==> src/rtl/vram_pkg.sv <==
// Shared types and default widths for the VRAM arbiter slice.
package vram_pkg;

  localparam int ADDR_W_DEF     = 14;
  localparam int DATA_W_DEF     = 16;
  localparam int STARVE_MAX_DEF = 4;

  // Type of the access issued on the previous cycle.
  typedef enum logic [1:0] {
    IDLE   = 2'd0,
    VID_RD = 2'd1,
    CPU_RD = 2'd2,
    CPU_WR = 2'd3
  } issue_state_t;

endpackage

==> src/rtl/vram_arbiter_if.sv <==
// Request/grant/completion and RAM-side signals of the VRAM arbiter.
interface vram_arbiter_if
  import vram_pkg::*;
#(
  parameter int ADDR_W = ADDR_W_DEF,
  parameter int DATA_W = DATA_W_DEF
);

  logic              vid_req;
  logic [ADDR_W-1:0] vid_addr;
  logic              vid_gnt;
  logic              vid_rvalid;
  logic [DATA_W-1:0] vid_rdata;

  logic              cpu_req;
  logic              cpu_we;
  logic [ADDR_W-1:0] cpu_addr;
  logic [DATA_W-1:0] cpu_wdata;
  logic              cpu_gnt;
  logic              cpu_done;
  logic [DATA_W-1:0] cpu_rdata;

  logic              mem_en;
  logic              mem_we;
  logic [ADDR_W-1:0] mem_addr;
  logic [DATA_W-1:0] mem_wdata;
  logic [DATA_W-1:0] mem_rdata;

  modport slave (
    input  vid_req, vid_addr, cpu_req, cpu_we, cpu_addr, cpu_wdata, mem_rdata,
    output vid_gnt, vid_rvalid, vid_rdata, cpu_gnt, cpu_done, cpu_rdata,
           mem_en, mem_we, mem_addr, mem_wdata
  );

  modport master (
    output vid_req, vid_addr, cpu_req, cpu_we, cpu_addr, cpu_wdata, mem_rdata,
    input  vid_gnt, vid_rvalid, vid_rdata, cpu_gnt, cpu_done, cpu_rdata,
           mem_en, mem_we, mem_addr, mem_wdata
  );

endinterface

==> src/rtl/vram_starve_ctr.sv <==
// Counts consecutive video wins while the CPU waits; starved flags that the CPU
// must win the next contended cycle. Registered, updates every cycle, no stall.
module vram_starve_ctr #(
  parameter int STARVE_MAX = 4
) (
  input  logic clk_core,
  input  logic reset_n,
  input  logic cpu_req,
  input  logic vid_gnt,
  input  logic cpu_gnt,
  output logic starved
);

  localparam int CNT_W = (STARVE_MAX < 1) ? 1 : $clog2(STARVE_MAX + 1);
  localparam logic [CNT_W-1:0] MAX_CNT = CNT_W'(STARVE_MAX);

  logic [CNT_W-1:0] cnt;

  always_ff @(posedge clk_core or negedge reset_n) begin
    if (!reset_n) begin
      cnt <= '0;
    end else if (!cpu_req || cpu_gnt) begin
      cnt <= '0;
    end else if (vid_gnt && (cnt != MAX_CNT)) begin
      cnt <= cnt + CNT_W'(1);
    end
  end

  assign starved = (cnt == MAX_CNT);

endmodule

==> src/rtl/vram_arbiter.sv <==
// Single-port VRAM arbiter: zero-latency grant, one access per cycle, read data
// and completions one cycle after grant; requesters wait (req held) until granted.
module vram_arbiter
  import vram_pkg::*;
#(
  parameter int ADDR_W     = ADDR_W_DEF,
  parameter int DATA_W     = DATA_W_DEF,
  parameter int STARVE_MAX = STARVE_MAX_DEF
) (
  input  logic           clk_core,
  input  logic           reset_n,
  vram_arbiter_if.slave  bus
);

  issue_state_t      state;
  logic              vid_gnt;
  logic              cpu_gnt;
  logic              cpu_win;
  logic              starved;
  logic              vid_rvalid_q;
  logic              cpu_done_q;
  logic [ADDR_W-1:0] addr_sel;
  logic [DATA_W-1:0] rdata_vid;
  logic [DATA_W-1:0] rdata_cpu;

  vram_starve_ctr #(
    .STARVE_MAX (STARVE_MAX)
  ) u_starve (
    .clk_core (clk_core),
    .reset_n  (reset_n),
    .cpu_req  (bus.cpu_req),
    .vid_gnt  (vid_gnt),
    .cpu_gnt  (cpu_gnt),
    .starved  (starved)
  );

  // Grants are gated by reset_n so nothing issues while reset is held.
  always_comb begin
    cpu_win  = bus.cpu_req & (~bus.vid_req | starved);
    vid_gnt  = reset_n & bus.vid_req & ~cpu_win;
    cpu_gnt  = reset_n & bus.cpu_req & cpu_win;
    addr_sel = cpu_gnt ? bus.cpu_addr : bus.vid_addr;
  end

  always_ff @(posedge clk_core or negedge reset_n) begin
    if (!reset_n) begin
      state        <= IDLE;
      vid_rvalid_q <= 1'b0;
      cpu_done_q   <= 1'b0;
    end else begin
      if (cpu_gnt) begin
        state <= bus.cpu_we ? CPU_WR : CPU_RD;
      end else if (vid_gnt) begin
        state <= VID_RD;
      end else begin
        state <= IDLE;
      end
      vid_rvalid_q <= vid_gnt;
      cpu_done_q   <= cpu_gnt;
    end
  end

  // Read data is forced to zero outside its owner's read cycle.
  always_comb begin
    rdata_vid = (state == VID_RD) ? bus.mem_rdata : '0;
    rdata_cpu = (state == CPU_RD) ? bus.mem_rdata : '0;
  end

  assign bus.vid_gnt    = vid_gnt;
  assign bus.cpu_gnt    = cpu_gnt;
  assign bus.vid_rvalid = vid_rvalid_q;
  assign bus.vid_rdata  = rdata_vid;
  assign bus.cpu_done   = cpu_done_q;
  assign bus.cpu_rdata  = rdata_cpu;
  assign bus.mem_en     = vid_gnt | cpu_gnt;
  assign bus.mem_we     = cpu_gnt & bus.cpu_we;
  assign bus.mem_addr   = addr_sel;
  assign bus.mem_wdata  = bus.cpu_wdata;

endmodule

==> src/flat_wrapper.sv <==
// flat-port wrapper written by rule: the top's interface ports become plain ports
module vram_arbiter_flat import vram_pkg::*;
#(
  parameter int ADDR_W     = ADDR_W_DEF,
  parameter int DATA_W     = DATA_W_DEF,
  parameter int STARVE_MAX = STARVE_MAX_DEF
)
  (clk_core, reset_n, bus_vid_req, bus_vid_addr, bus_cpu_req, bus_cpu_we, bus_cpu_addr, bus_cpu_wdata, bus_mem_rdata, bus_vid_gnt, bus_vid_rvalid, bus_vid_rdata, bus_cpu_gnt, bus_cpu_done, bus_cpu_rdata, bus_mem_en, bus_mem_we, bus_mem_addr, bus_mem_wdata);
  vram_arbiter_if #(.ADDR_W(ADDR_W), .DATA_W(DATA_W)) bus_i ();
  input  logic clk_core;
  input  logic reset_n;
  input wire logic [$bits(bus_i.vid_req)-1:0] bus_vid_req;
  input wire logic [$bits(bus_i.vid_addr)-1:0] bus_vid_addr;
  input wire logic [$bits(bus_i.cpu_req)-1:0] bus_cpu_req;
  input wire logic [$bits(bus_i.cpu_we)-1:0] bus_cpu_we;
  input wire logic [$bits(bus_i.cpu_addr)-1:0] bus_cpu_addr;
  input wire logic [$bits(bus_i.cpu_wdata)-1:0] bus_cpu_wdata;
  input wire logic [$bits(bus_i.mem_rdata)-1:0] bus_mem_rdata;
  output wire logic [$bits(bus_i.vid_gnt)-1:0] bus_vid_gnt;
  output wire logic [$bits(bus_i.vid_rvalid)-1:0] bus_vid_rvalid;
  output wire logic [$bits(bus_i.vid_rdata)-1:0] bus_vid_rdata;
  output wire logic [$bits(bus_i.cpu_gnt)-1:0] bus_cpu_gnt;
  output wire logic [$bits(bus_i.cpu_done)-1:0] bus_cpu_done;
  output wire logic [$bits(bus_i.cpu_rdata)-1:0] bus_cpu_rdata;
  output wire logic [$bits(bus_i.mem_en)-1:0] bus_mem_en;
  output wire logic [$bits(bus_i.mem_we)-1:0] bus_mem_we;
  output wire logic [$bits(bus_i.mem_addr)-1:0] bus_mem_addr;
  output wire logic [$bits(bus_i.mem_wdata)-1:0] bus_mem_wdata;
  assign bus_i.vid_req = bus_vid_req;
  assign bus_i.vid_addr = bus_vid_addr;
  assign bus_i.cpu_req = bus_cpu_req;
  assign bus_i.cpu_we = bus_cpu_we;
  assign bus_i.cpu_addr = bus_cpu_addr;
  assign bus_i.cpu_wdata = bus_cpu_wdata;
  assign bus_i.mem_rdata = bus_mem_rdata;
  assign bus_vid_gnt = bus_i.vid_gnt;
  assign bus_vid_rvalid = bus_i.vid_rvalid;
  assign bus_vid_rdata = bus_i.vid_rdata;
  assign bus_cpu_gnt = bus_i.cpu_gnt;
  assign bus_cpu_done = bus_i.cpu_done;
  assign bus_cpu_rdata = bus_i.cpu_rdata;
  assign bus_mem_en = bus_i.mem_en;
  assign bus_mem_we = bus_i.mem_we;
  assign bus_mem_addr = bus_i.mem_addr;
  assign bus_mem_wdata = bus_i.mem_wdata;
  vram_arbiter #(.ADDR_W(ADDR_W), .DATA_W(DATA_W), .STARVE_MAX(STARVE_MAX)) u_core (.clk_core(clk_core), .reset_n(reset_n), .bus(bus_i));
endmodule
==> config.mk <==
export PLATFORM = sky130hd
export DESIGN_NAME = vram_arbiter_flat
export DESIGN_NICKNAME = d
export VERILOG_FILES = /design/src/rtl/vram_pkg.sv /design/src/rtl/vram_arbiter_if.sv /design/src/rtl/vram_starve_ctr.sv /design/src/rtl/vram_arbiter.sv /design/src/flat_wrapper.sv
export SDC_FILE = /design/constraint.sdc
export NUM_CORES = 1
export LEC_CHECK = 0
export CORE_UTILIZATION = 23
export CTS_CLUSTER_SIZE = 30
export DETAILED_ROUTE_END_ITERATION = 16
export PLACE_DENSITY = 0.86
export SETUP_SLACK_MARGIN = 0.02
export SLEW_MARGIN = 20
export SYNTH_ARGS = -nofsm -noshare
export SYNTH_HDL_FRONTEND = slang
export SYNTH_SLANG_ARGS = --single-unit
==> constraint.sdc <==
create_clock -name clk_core -period 2.1 [get_ports clk_core]
set_clock_uncertainty 0.15 [all_clocks]
set_input_delay 0.21 -clock clk_core [delete_from_list [all_inputs] [get_ports clk_core]]
set_output_delay 0.21 -clock clk_core [all_outputs]
set_load 0.005 [all_outputs]
==> results of run 1 <==
## stage by stage
step           setup WS (ns)  hold slack (ns)  instance area [µm²]  std cells  TNS, ns
6_report             -0.0269            0.177                 2050        250  -0.0959
5_1_grt               -0.107            0.185                 2050        250   -0.638
4_1_cts              -0.0657            0.183                 1980        249   -0.276
3_5_place_dp          -0.175            0.270                 1870        237    -2.13
3_3_place_gp          -0.130            0.270                 1870        237    -1.59
2_1_floorplan          0.274           -0.236                  867         99        0
## routing by layer
metal / up-vias / global-route usage
met2: 89 / 0.299
met4: 0 / 0.0227
li1: 523 / -
met1: 452 / 0.141
met5: - / 0
met3: 2 / 0.0652
## worst max-delay path, stage by stage (launching register included)
cell	delay [ns]
dfrtp_1	0.38
inv_2	0.09
ha_4	0.15
nand2_4	0.06
a21oi_4	0.21
buf_8	0.17
buf_6	0.10
mux2_4	0.29
buf_6	0.12
## placed cells by master, fill, tap and decap left out
| cell type | n |
|---|---|
| dlymetal6s2s_1 | 1 |
| and2_1 | 32 |
| clkbuf_8 | 3 |
| nor2_1 | 4 |
| o21ai_0 | 1 |
| buf_2 | 3 |
| nor2b_4 | 1 |
| ha_1 | 1 |
| ha_4 | 1 |
| nor2b_1 | 2 |
| dfrtp_1 | 6 |
| buf_6 | 17 |
| nand2_2 | 1 |
| buf_4 | 13 |
| o21a_1 | 1 |
| inv_2 | 2 |
| nand2_1 | 2 |
| nand3_1 | 1 |
| mux2_2 | 1 |
| and2_2 | 1 |
| nand4_1 | 1 |
| buf_8 | 1 |
| clkbuf_2 | 1 |
| nand4b_1 | 1 |
| a21boi_0 | 2 |
| a21oi_4 | 1 |
| dlygate4sd2_1 | 2 |
| nand2_4 | 1 |
| a22oi_1 | 1 |
| mux2_4 | 13 |
| nor3b_1 | 2 |
| clkdlybuf4s50_1 | 83 |
| inv_1 | 1 |
## power by group through the flow
| stage | Sequential [mW] | Clock, mW | Combinational [mW] |
|---|---|---|---|
| CTS | 0.123 | 0.174 | 0.294 |
| global route | 0.124 | 0.187 | 0.335 |
| global placement | 0.124 | 0 | 0.287 |
| finish | 0.123 | 0.172 | 0.312 |
| floorplan | 0.124 | 0 | 0.102 |
| detailed placement | 0.124 | 0 | 0.288 |
## registers in the layout, summed over array words and instances (netlist names)
register and cells:
u_core.bus.cpu_done 1, u_core.u_starve.cnt 3, u_core.bus.vid_rvalid 1, u_core.state 1
## repair_timing
item	4_1_cts	5_1_grt
gates cloned	1	1
gates resized for setup	70	21
setup buffers	8	2
setup endpoints to repair	17	17
endpoints found under the hold margin	0	0
pin swaps	3	2
## how the worst max path moves through the flow
stage	start	to	slack, ns	cells after the start
after floorplan	u_core.u_starve.cnt[0]	bus_mem_addr[0]	0.27	6
after global placement	reset_n	bus_mem_addr[7]	-0.13	6
after detailed placement	u_core.u_starve.cnt[0]	bus_mem_addr[6]	-0.17	7
after CTS	u_core.u_starve.cnt[0]	bus_mem_addr[4]	-0.07	9
after global routing	u_core.u_starve.cnt[0]	bus_mem_addr[10]	-0.11	8
final	u_core.u_starve.cnt[0]	bus_mem_addr[10]	-0.03	8
## layout make-up
class,instances,area share
Clock buffer,3,0.0201
Sequential cell,6,0.0733
Tap cell,46,0.0281
Timing Repair Buffer,121,0.578
Inverter,3,0.00549
Multi-Input combinational cell,71,0.295
## logic make-up (layout without fill, tap and decap cells)
group | after synthesis | in the layout | synth area share
simple gates | 49 | 49 | 0.339
buf+inv | 22 | 127 | 0.183
mux | 14 | 14 | 0.216
compound gates | 6 | 6 | 0.0592
flops | 6 | 6 | 0.173
fa+ha+maj | 2 | 2 | 0.0289
==> results_dict.tcl, run 1 <==
set metrics [dict create \
    status "complete, but fails checks" \
    violations "negative setup slack" \
    period_minus_slack_ns 2.13 \
    core_area_mm2 0.00347 \
    cts_sinks 6 \
    antenna_found_initial 0 \
    fill_cells 314 \
    synth_top_area_share 0.231 \
    place_hpwl_mm 2.45 \
    ir_drop_uv 291 \
    cp.required_ns 1.74 \
    pwr-share-seq 0.203 \
    clkLatencyLatePin_ns 0.22 \
    wl_mm 3.12 \
    grt_max_degree 17 \
    gp_congestion 0.812 \
    cp.arrival_ns 1.77 \
    clk_path_buf_depth 2 \
    path_class "register to output port" \
    p_int_mw 0.467 \
    path_max_fanout 8 \
    relSlewSlack 0.881 \
    clkPwrFrac 0.284 \
    r2r_cells 7 \
    drtPass1Iterations 4 \
    clk_pin_slew_ns 0.04 \
    vias 1066 \
    setup_violations 5 \
    grt_use_total 0.151 \
    synth-edff-count 0 \
    worst_pin_slew_ns 0.178 \
    final_layout_size_suffix_gt1_frac 0.294 \
    synth_most_common_cell "and2_1" \
    top_layer "met4" \
    multi_input_comb_area_um2 604 \
    pin_count 133 \
    power_density_mw_per_mm2 296 \
    viasPerCell 4.26 \
    cts_tree "done" \
    cap_viol_max_count 0 \
    drcViolationCount 0 \
    yosysUniqueCellTypes 23 \
    io_buffers 100 \
    antenna_left 0 \
    ys_seq_elements 6 \
    startpoint_type "register" \
    synthTopCellsByArea "and2_1 23%, dfrtp_1 17%, buf_4 14%" \
    end_kind "output port" \
    numCtsBuffers 3 \
    layout_setup_ws_ns -0.0269 \
    fin_crit_sh 1.01 \
    yosys-top-cells-count "32 x and2_1, 16 x buf_4, 8 x mux2_4, 6 x dfrtp_1, 6 x mux2_2" \
    grt.overflow.total 0 \
    die_area_mm2 0.00402 \
    min_path_type "input port to async pin" \
    fmax_mhz 470 \
    ys.flop_type "dfrtp_1" \
    fin_util 0.591 \
    total_power_mw 0.607 \
    wl_per_cell_um 12.5 \
    met2RoutedLength_mm 1.68 \
    rr_startpoint "u_core.u_starve.cnt[1]" \
    r2r-end "u_core.u_starve.cnt[2]" \
    initial_core_util 0.250 \
    die_w_um 63.4 \
    grt_first_pass_wirelength_mm 4.77 \
    avgSynthCellArea_um2 8.76 \
    power.share.combinational 0.514 \
    htreeDepth 1 \
    wl_met3_um 385 \
    drt-met1-wl_mm 1.04 \
    synth_area_um2 867 \
    grt_pass1_vias 1033 \
    switchingPower_mw 0.140 \
    yosys_warnings 0 \
    p_leak_nw 0.907 \
    cts-root-buf "clkbuf_8" \
    synthCells 99 \
    ff2ff_setup_slack_ns 0.59 \
    syn-num-nets 166 \
    area_growth_pct 136 \
    die_y_um 63.4 \
    antennaDiodeCount 0 \
    async_flop_share 1.00 \
    drt_iter0_drc 10 \
    slew_viol_final 0 \
    rsz0062_at_grt "yes" \
    swShare 0.231 \
    nets 273 \
    hold_buffers 0 \
    rows 21 \
    seqCellArea_um2 150 \
    seq_area_frac_synth 0.173 \
    synth_area_leader_cell "and2_1" \
    final-hold-violation-count 0 \
]
(Power assumes the default switching activity.)
==> run 2: changes to the inputs <==
Settings changed: CAP_MARGIN set to 40, CORE_MARGIN set to 1.5, SLEW_MARGIN 20 to 10.
==> run 2 against run 1 <==
Effect of this change:
- power increased by 2.0%
- largest cell class unchanged
- non-clock buffer count rose by 6
- register-to-register slack improved by 0.03 ns
- setup slack better by 0.0036 ns
- cell count increased by 3.2%
- clock power hardly changed
- critical path depth stayed put
- highest routed layer unchanged
- core utilization is essentially flat
- design area rose by 4.7%
- combinational power grew 4%
- the flow still finishes with violations (negative setup slack)
- hold slack better by 0.0043 ns
==> results_dict.tcl, run 2 (synthesized netlist as in run 1, its figures left out) <==
set metrics [dict create \
    power_density_mw_per_mm2 289 \
    pin_count 133 \
    layout_setup_ws_ns -0.0234 \
    slew_viol_final 0 \
    relSlewSlack 0.875 \
    ir_drop_uv 299 \
    min_path_type "input port to async pin" \
    rows 22 \
    final_layout_size_suffix_gt1_frac 0.319 \
    antennaDiodeCount 0 \
    die_w_um 64.4 \
    startpoint_type "register" \
    grt_first_pass_wirelength_mm 4.58 \
    area_growth_pct 147 \
    place_hpwl_mm 2.21 \
    path_max_fanout 5 \
    cts_sinks 6 \
    viasPerCell 4.20 \
    drt_iter0_drc 20 \
    tns_ns -0.107 \
    antenna_left 0 \
    setup_violations 6 \
    grt_pass1_vias 1050 \
    final-hold-violation-count 0 \
    cp.arrival_ns 1.76 \
    cts_tree "done" \
    cts-root-buf "clkbuf_8" \
    final_common_cell "clkdlybuf4s50_1" \
    rsz0062_at_grt "yes" \
    cap_viol_max_count 0 \
    numCtsBuffers 3 \
    die_y_um 64.4 \
    seqCellArea_um2 150 \
    grt_max_degree 17 \
    pre_cts_slack_ns -0.128 \
    p_leak_nw 0.950 \
    drcViolationCount 0 \
    grt.overflow.total 0 \
    initial_core_util 0.239 \
    end_kind "output port" \
    htreeDepth 1 \
    core_area_mm2 0.00363 \
    wl_mm 2.89 \
    clkLatencyLatePin_ns 0.22 \
    clk_pin_slew_ns 0.04 \
    largest_register_ffs 3 \
    placedCellCount 240 \
    gp_congestion 0.775 \
    period_minus_slack_ns 2.12 \
    antenna_found_initial 0 \
    violations "negative setup slack" \
    wl_per_cell_um 11.2 \
    grt_use_total 0.138 \
    die_area_mm2 0.00415 \
    vias 1083 \
    io_buffers 100 \
    nets 279 \
    fin_crit_sh 1.01 \
    clk_path_buf_depth 2 \
    multi_input_comb_area_um2 608 \
    whs_ns 0.181 \
    layoutNonFillerInstCount 258 \
    path_class "register to output port" \
    top_register "u_core.u_starve.cnt" \
    fmax_mhz 471 \
    mostFrequentLayoutCells "83 x clkdlybuf4s50_1, 32 x and2_1, 20 x buf_6, 17 x buf_4, 14 x mux2_4" \
    status "complete, but fails checks" \
    drtPass1Iterations 4 \
    cp.required_ns 1.74 \
    worst_pin_slew_ns 0.187 \
    hold_buffers 0 \
    fill_cells 315 \
]
## run 2: cell types whose count changed in the layout (fill, tap and decap cells not counted), sizes merged
cell and change:
buf +7, dlygate4sd2 -1
## run 2: what timing repair did
item,CTS,global route
setup buffers,12,2
resized for setup,91,9
gates cloned,1,0
pin swaps,2,0
setup endpoints to repair,17,17
hold endpoints to repair,0,0
## run 2: final cells by class
class,instances,area share
multi-input combinational,71,0.283
tap,48,0.0280
timing repair buffer,127,0.594
sequential,6,0.0700
clock buffer,3,0.0192
inverter,3,0.00525
## run 2: where the power goes
group          leakage [nW]  switching (mW)  internal, mW
clock network        0.0216          0.0496         0.123
registers            0.0802         0.00214         0.121
logic                 0.848          0.0880         0.236
total                 0.950           0.140         0.479
## run 2: routing by layer
layer / global-route usage / part of all wire
met4: 0.0346 / 0.0069
met2: 0.263 / 0.52
met5: 0 / 0
met3: 0.0651 / 0.13
met1: 0.131 / 0.34
## run 2: critical path, stage by stage (launching register included)
cell       delay [ns]
dfrtp_1          0.38
inv_2            0.07
ha_4             0.14
nand2_4          0.06
a21oi_4          0.19
clkbuf_16        0.18
buf_4            0.10
mux2_4           0.29
buf_6            0.12
## run 2: through the flow
stage | power [mW] | utilization | area [µm²]
after detailed placement | 0.409 | 0.518 | 1880
after CTS | 0.619 | 0.581 | 2110
final | 0.619 | 0.591 | 2150
after global routing | 0.661 | 0.591 | 2150
after global placement | 0.405 | 0.518 | 1880
after floorplan | 0.226 | - | 867
## run 2: path summary, 6_finish.rpt
kind	from	end	slack [ns]	cells after the start
setup / recovery	u_core.u_starve.cnt[1]	bus_mem_addr[9]	-0.02	8
hold / removal	reset_n	u_core.u_starve.cnt[0]	0.18	2
setup reg to reg	u_core.u_starve.cnt[0]	u_core.u_starve.cnt[2]	0.62	6
hold reg to reg	u_core.u_starve.cnt[2]	u_core.u_starve.cnt[2]	0.48	2
max in group asynchronous	reset_n	u_core.bus.cpu_done	1.50	2
min in group clk_core	bus_cpu_wdata[0]	bus_mem_wdata[0]	0.27	0
